## src/rtl/hex_frame_pkg.sv

```systemverilog
`default_nettype none
// ============================================================================
//  Module      : hex_frame_pkg
//  Description : Shared ASCII constants and FSM state encoding for the
//                hex frame sequencer.
//  Revision    : 1.0 - initial release
// ============================================================================
package hex_frame_pkg;

    localparam logic [7:0] ASCII_0  = 8'h30;
    localparam logic [7:0] ASCII_X  = 8'h78;
    localparam logic [7:0] ASCII_CR = 8'h0D;
    localparam logic [7:0] ASCII_LF = 8'h0A;

    // Frame sequencer states, in emission order
    typedef enum logic [2:0] {
        IDLE = 3'd0,
        PFX0 = 3'd1,
        PFX1 = 3'd2,
        HEX  = 3'd3,
        CR   = 3'd4,
        LF   = 3'd5
    } hf_state_t;

endpackage : hex_frame_pkg
`default_nettype wire

```

## src/rtl/hex_to_ascii.sv

```systemverilog
`default_nettype none
// ============================================================================
//  Module      : hex_to_ascii
//  Description : Combinational 4-bit nibble to uppercase ASCII hex digit.
//  Revision    : 1.0 - initial release
// ============================================================================
module hex_to_ascii (
    input  logic [3:0] i_nibble,
    output logic [7:0] o_ascii
);

    // 0-9 map onto '0'..'9'; 10-15 map onto 'A'..'F' (0x37 + 10 = 0x41)
    always_comb begin
        o_ascii = 8'h00;
        if (i_nibble < 4'd10) begin
            o_ascii = {4'h3, i_nibble};
        end else begin
            o_ascii = 8'h37 + {4'h0, i_nibble};
        end
    end

endmodule : hex_to_ascii
`default_nettype wire

```

## src/rtl/hex_frame_sequencer.sv

```systemverilog
`default_nettype none
// ============================================================================
//  Module      : hex_frame_sequencer
//  Description : Captures an N-nibble word and streams it to a UART as
//                ASCII hex: optional "0x", digits MSB first, optional CR LF.
//  Revision    : 1.0 - initial release
// ============================================================================
module hex_frame_sequencer #(
    parameter int NIBBLES   = 4,
    parameter bit PREFIX_0X = 1'b0,
    parameter bit SEND_CRLF = 1'b1
) (
    input  logic                   i_clk,
    input  logic                   i_rst,
    input  logic [4*NIBBLES-1:0]   i_data,
    input  logic                   i_valid,
    output logic                   o_ready,
    output logic [7:0]             o_tx_data,
    output logic                   o_tx_valid,
    input  logic                   i_tx_ready,
    output logic                   o_busy
);
    import hex_frame_pkg::*;

    localparam int              IDXW     = (NIBBLES > 1) ? $clog2(NIBBLES) : 1;
    localparam logic [IDXW-1:0] IDX_LAST = IDXW'(NIBBLES - 1);

    hf_state_t              state_q, state_d;
    logic [IDXW-1:0]        idx_q, idx_d;
    logic [4*NIBBLES-1:0]   word_q, word_d;
    logic                   tx_valid_q, tx_valid_d;
    logic [7:0]             tx_data_q, tx_data_d;

    logic                   tx_hs;
    logic                   load;
    logic [3:0]             nibble;
    logic [7:0]             hex_char;

    // Next-state logic: leave IDLE on accept, otherwise step only on a TX handshake
    always_comb begin
        state_d = state_q;
        idx_d   = idx_q;
        word_d  = word_q;
        tx_hs   = tx_valid_q && i_tx_ready;
        load    = 1'b0;
        case (state_q)
            IDLE: begin
                if (i_valid) begin
                    word_d  = i_data;
                    idx_d   = IDX_LAST;
                    state_d = PREFIX_0X ? PFX0 : HEX;
                    load    = 1'b1;
                end
            end
            PFX0: begin
                if (tx_hs) begin
                    state_d = PFX1;
                    load    = 1'b1;
                end
            end
            PFX1: begin
                if (tx_hs) begin
                    state_d = HEX;
                    load    = 1'b1;
                end
            end
            HEX: begin
                if (tx_hs) begin
                    load = 1'b1;
                    if (idx_q == '0) begin
                        state_d = SEND_CRLF ? CR : IDLE;
                    end else begin
                        idx_d = idx_q - IDXW'(1);
                    end
                end
            end
            CR: begin
                if (tx_hs) begin
                    state_d = LF;
                    load    = 1'b1;
                end
            end
            LF: begin
                if (tx_hs) begin
                    state_d = IDLE;
                    load    = 1'b1;
                end
            end
            default: begin
                state_d = IDLE;
            end
        endcase
    end

    // The registered output must show the character of the state being
    // entered, so the digit is taken from the word as it will be captured
    assign nibble = word_d[{idx_d, 2'b00} +: 4];

    hex_to_ascii u_hex_to_ascii (
        .i_nibble (nibble),
        .o_ascii  (hex_char)
    );

    // Output mux: reload the TX register on accept or handshake, hold otherwise
    always_comb begin
        tx_valid_d = tx_valid_q;
        tx_data_d  = tx_data_q;
        if (load) begin
            tx_valid_d = (state_d != IDLE);
            case (state_d)
                PFX0:    tx_data_d = ASCII_0;
                PFX1:    tx_data_d = ASCII_X;
                HEX:     tx_data_d = hex_char;
                CR:      tx_data_d = ASCII_CR;
                LF:      tx_data_d = ASCII_LF;
                default: tx_data_d = 8'h00;
            endcase
        end
    end

    // State, index, captured word and TX output registers
    always_ff @(posedge i_clk) begin
        if (i_rst) begin
            state_q    <= IDLE;
            idx_q      <= IDX_LAST;
            word_q     <= '0;
            tx_valid_q <= 1'b0;
            tx_data_q  <= 8'h00;
        end else begin
            state_q    <= state_d;
            idx_q      <= idx_d;
            word_q     <= word_d;
            tx_valid_q <= tx_valid_d;
            tx_data_q  <= tx_data_d;
        end
    end

    assign o_ready    = (state_q == IDLE);
    assign o_busy     = (state_q != IDLE);
    assign o_tx_valid = tx_valid_q;
    assign o_tx_data  = tx_data_q;

endmodule : hex_frame_sequencer
`default_nettype wire

```

## config.mk

```make
export PLATFORM = sky130hd
export DESIGN_NAME = hex_frame_sequencer
export DESIGN_NICKNAME = d
export VERILOG_FILES = /design/src/rtl/hex_frame_pkg.sv /design/src/rtl/hex_to_ascii.sv /design/src/rtl/hex_frame_sequencer.sv
export SDC_FILE = /design/constraint.sdc
export NUM_CORES = 1
export LEC_CHECK = 0
export CORE_MARGIN = 1.5
export CORE_UTILIZATION = 49
export CTS_CLUSTER_SIZE = 10
export DETAILED_ROUTE_END_ITERATION = 12
export PLACE_DENSITY = 0.76
export SYNTH_ARGS = -nofsm -noshare
export SYNTH_HDL_FRONTEND = slang
export SYNTH_SLANG_ARGS = --single-unit
```

## constraint.sdc

```tcl
create_clock -name i_clk -period 4.8 [get_ports i_clk]
set_input_delay 0.48 -clock i_clk [delete_from_list [all_inputs] [get_ports i_clk]]
set_output_delay 0.48 -clock i_clk [all_outputs]
set_load 0.01 [all_outputs]
```

==> Yosys cells after proc, flatten, opt, wreduce, memory -nomap -nowiden <==
Index checks and enable logic that the tools add are counted.
{ "classes": {"muxes": 19, "add_sub_neg": 2, "eq_ne": 10, "shift": 1, "order_cmp": 1, "n_reduce_logical": 6} }
{ "ops": {"columns": ["cell", "count"], "rows": [
  ["one-hot mux 8 bit (5 select lines)", 1],
  ["two-way mux 16 bit", 2],
  ["two-way mux 3 bit", 7],
  ["one-hot mux 3 bit (6 select lines)", 1],
  ["indexed part select 16 x 5 -> 4 bit", 1],
  ["equality test 3 x 2 -> 1 bit (second input constant)", 4],
  ["equality test 3 bit (second input constant)", 4],
  ["two-way mux 8 bit", 1],
  ["adder 6 x 4 -> 7 bit (first input constant)", 1],
  ["equality test 3 x 1 -> 1 bit (second input constant)", 2],
  ["two-way mux 2 bit", 3],
  ["nonzero test 3 bit", 2],
  ["OR reduction 5 bit", 1],
  ["less-than comparator 4 bit (second input constant)", 1],
  ["one-hot mux 2 bit (2 select lines)", 1],
  ["logical NOT 3 bit", 1],
  ["logical NOT 2 bit", 1],
  ["two-way mux 1 bit", 2],
  ["one-hot mux 1 bit (2 select lines)", 1],
  ["subtractor 2 x 1 -> 2 bit (second input constant)", 1],
  ["logical AND 1 bit", 1]
]} }
{ "totals": {"reg_bits": 30, "inputBits": 20} }

==> Logic depth before layout (Yosys ltp) <==
{ "depth": {"depth_word": 8, "depth_mapped": 11} }

==> Cells and area by module <==
A second synthesis with hierarchy kept.
{ "hier_totals": {"cells_unflattened": 231, "area_unflattened_um2": 1771.7} }
{ "modules_own_cells": {"columns": ["module", "area_each_um2", "seq_area_each_um2", "n_inst", "cells_per_inst"], "rows": [
  ["hex_frame_sequencer", 1666.6, 600.6, 1, 215],
  ["hex_to_ascii", 105.1, 0.0, 1, 16]
]} }

==> Least setup slack after synthesis <==
No wires, ideal clock.
{ "synth_path": {"path_type": "input -> register", "start": "input i_tx_ready", "end": "register tx_data_q[2], in the netlist o_tx_data[2]", "arrival_time_ps": 2493, "n_path_buf": 0, "setup_slack_ps": 2247, "setup_ps": 60, "path_stages": 7, "cell_sequence": "nand3_1 -> nor3_1 -> a221o_1 -> ha_1 -> or4_1 -> nor3b_1 -> a311o_1"} }
{ "synth_between": {"elab_chain_cells": 7} }
{ "synth_lines": {"columns": ["element", "line", "source"], "rows": [
  ["from (decl)", "hex_frame_sequencer.sv:20", "input logic i_tx_ready,"],
  ["logical AND 1 bit *", "hex_frame_sequencer.sv:44", "tx_hs = tx_valid_q && i_tx_ready;"],
  ["two-way mux 2 bit", "hex_frame_sequencer.sv:68", "if (tx_hs) begin"],
  ["one-hot mux 2 bit (2 select lines)", "hex_frame_sequencer.sv:46", "case (state_q)"],
  ["indexed part select 16 x 5 -> 4 bit", "hex_frame_sequencer.sv:97", "assign nibble = word_d[{idx_d, 2'b00} +: 4];"],
  ["adder 6 x 4 -> 7 bit or less-than comparator 4 bit (tied branches)", "hex_to_ascii.sv:18, hex_to_ascii.sv:15", null],
  ["two-way mux 8 bit", "hex_to_ascii.sv:15", "if (i_nibble < 4'd10) begin"],
  ["one-hot mux 8 bit (5 select lines)", "hex_frame_sequencer.sv:110", "case (state_d)"],
  ["to (signal assigned)", "hex_frame_sequencer.sv:134", "tx_data_q <= tx_data_d;"],
  ["to (decl)", "hex_frame_sequencer.sv:32", "logic [7:0] tx_data_q, tx_data_d;"]
]} }
Mark *: on every way between the ends. The rest lies on a longest branch, timed or not.
A chain may end at the register's enable or synchronous reset.

==> Worst setup path after layout <==
Same ends and word-level chain as after synthesis.

==> impl_metrics.json <==
{
  "status": "finished, final reports clean",
  "ant_nets": 0,
  "switching_share": 0.3046,
  "insertion_delay_ps": 320,
  "drive_gt1_frac": 0.06926,
  "cts_resized": 0,
  "ys_seq_area_frac": 0.3491,
  "cts_tree": "done",
  "use_met1": 0.3420,
  "combPwrFrac": 0.252,
  "reg2reg_slack_ps": 1820,
  "yosys.area.top_type": "dfxtp_1",
  "power.share.clock": 0.265,
  "fin_worst_skew_ps": 4.057,
  "syn-instance-count": 208,
  "viasPerCell": 5.905,
  "leakage_nw": 0.7556,
  "fin_nets": 253,
  "place_congestion": 0.8697,
  "synth_area_leaders": "dfxtp_1, nand2_1, a21oi_1, mux2i_1, nor2_1",
  "root_buffer": "clkbuf_4",
  "yosysMostFrequentCell": "nand2_1",
  "worst-setup-path-type": "in2reg",
  "io_buffers": 29,
  "period_needed_ps": 3086,
  "cp.required_ps": 5070,
  "ys_seq_elements": 29,
  "drv_cap": 0,
  "min_path_type": "reg2reg",
  "maxSlewHeadroom": 0.2629,
  "first_iter_violations": 128,
  "busiest_layer": "met1",
  "gr-usage-met3": 0.07143,
  "die-height_um": 61.26,
  "max_freq_mhz": 324.0,
  "grt_setup_unrepaired": "no",
  "syn_to_final_growth_pct": 20.17,
  "ys_top_cells_by_count": "nand2_1, dfxtp_1, a21oi_1",
  "drc_errors": 0,
  "seqPwrFrac": 0.483,
  "num_vias": 1624,
  "yosysWarningCount": 0,
  "p_int_mw": 0.3910,
  "core_area_sq_mm": 0.003128,
  "finalSetupViolCount": 0,
  "place_hpwl_mm": 2.835,
  "cp-start-kind": "input port",
  "cts_setup_buffers": 0,
  "syn-mean-instance-area_sq_um": 7.994,
  "io_pins": 31,
  "cp-end-kind": "flop",
  "first_global_vias": 1349,
  "grt_pass1_wl_mm": 6.568,
  "antenna_found_initial": 0,
  "cts_made_buffers": 5,
  "antenna_cells": 0,
  "netSwitchingPower_mw": 0.1712,
  "tightest_slew_ps": 1102,
  "wire_per_inst_um": 14.16,
  "cts_max_path_buffers": 2,
  "start_util": 0.5316,
  "power_density_mw_per_mm2": 281.4,
  "grt.total_usage": 0.2379,
  "synth_cell_type_count": 55,
  "grt-ovfl-total": 0,
  "cts_sinks": 29,
  "slew_violations": 0,
  "post-route-period-util": 0.6430,
  "num_rows": 20,
  "drt-total-wl_mm": 3.895,
  "hold_viol": 0,
  "synth_edf_count": 0,
  "async_flop_share": 0,
  "grtUsageMet2": 0.3419,
  "ir_worst_vdd_mv": 0.1437,
  "die_w_um": 61.26,
  "dieArea_sq_mm": 0.003752,
  "synth.top_cell.area_share": 0.3491,
  "drt_first_pass_iters": 4,
  "worstPathMaxFanout": 9,
  "synth_ff_type": "dfxtp_1",
  "hold_buffers": 0,
  "holdWs_ps": 461.2,
  "worstPathArrival_ps": 3360,
  "synth_fp_nets": 230,
  "syn_area_sq_mm": 0.001663,
  "setup-tns-final_ps": 0,
  "grt_max_degree": 33,
  "cts_max_level": 2,
  "clk_pin_slew_ps": 80
}
layout by cell type, fill, tap and decap left out, types with 3 or more instances in the layout:
master           count
a21oi_1             22
a32oi_1              3
clkbuf_4             5
clkdlybuf4s50_1     29
dfxtp_1             29
inv_1                9
mux2i_1              8
nand2_1             30
nand3_1              3
nor2_1              18
nor3_1               9
o21ai_0              9
area by class of cell:
type,count,area [sq um]
Clock buffer,7,55.05
Sequential cell,29,580.6
Multi-Input combinational cell,156,975.9
Tap cell,44,55.05
Timing Repair Buffer,30,297.8
Fill cell,285,1130
Inverter,9,33.78
stage by stage:
step	std cells	util	setup slack [ps]	instance area [sq um]	power, mW
final	275	0.6388	1714	1998	0.5622
after floorplan	208	-	2247	1663	0.3712
after global routing	275	0.6388	1509	1998	0.5956
after global placement	268	0.6212	1515	1943	0.4157
after detailed placement	268	0.6212	1426	1943	0.4185
after CTS	275	0.6388	1756	1998	0.5645
critical path: stages:
cell	delay, ps
clkdlybuf4s50_1	540
nand3_1	260
nor3_1	420
a221o_1	290
ha_1	290
or4_1	650
nor3b_1	240
a311o_1	180
sequential cells by signal, indices dropped and copies added (netlist names):
register	cells
idx_q	2
o_tx_valid	1
state_q	3
word_q	16
o_tx_data	7
power by group through the flow:
stage	logic [mW]	clock network, mW	registers [mW]
final	0.142	0.149	0.272
after floorplan	0.0998	0	0.271
after CTS	0.142	0.151	0.271
after global placement	0.139	0	0.276
after global routing	0.159	0.162	0.275
after detailed placement	0.141	0	0.277
layer usage:
layer,routed length [um],vias to the layer above
li1,-,811
met1,1806,758
met2,1796,48
met3,236,7
met4,57,0
met5,0,-
cell families (layout without fill, tap and decap cells):
family | after synthesis | in the layout | share of synthesized area
muxes | 8 | 8 | 0.04816
xor gates and xnor gates | 1 | 1 | 0.005268
and+or+nand+nor | 78 | 78 | 0.2310
adders and majority gates | 2 | 2 | 0.01505
other | 1 | 1 | 0.002255
buffers and inverters | 23 | 46 | 0.06395
AOI/OAI and AO/OA | 66 | 66 | 0.2852
DFF | 29 | 29 | 0.3491
worst paths after layout:
kind / cells past startpoint / to / start
max reg2reg: 7 / o_tx_data[2]$_SDFFE_PP0P_ / state_q[0]$_SDFF_PP0_
max: 8 / o_tx_data[2]$_SDFFE_PP0P_ / i_tx_ready
min reg2reg: 2 / word_q[12]$_SDFF_PP0_ / word_q[12]$_SDFF_PP0_
min: 2 / word_q[12]$_SDFF_PP0_ / word_q[12]$_SDFF_PP0_
Note: power is estimated with default switching activity, not from simulation.
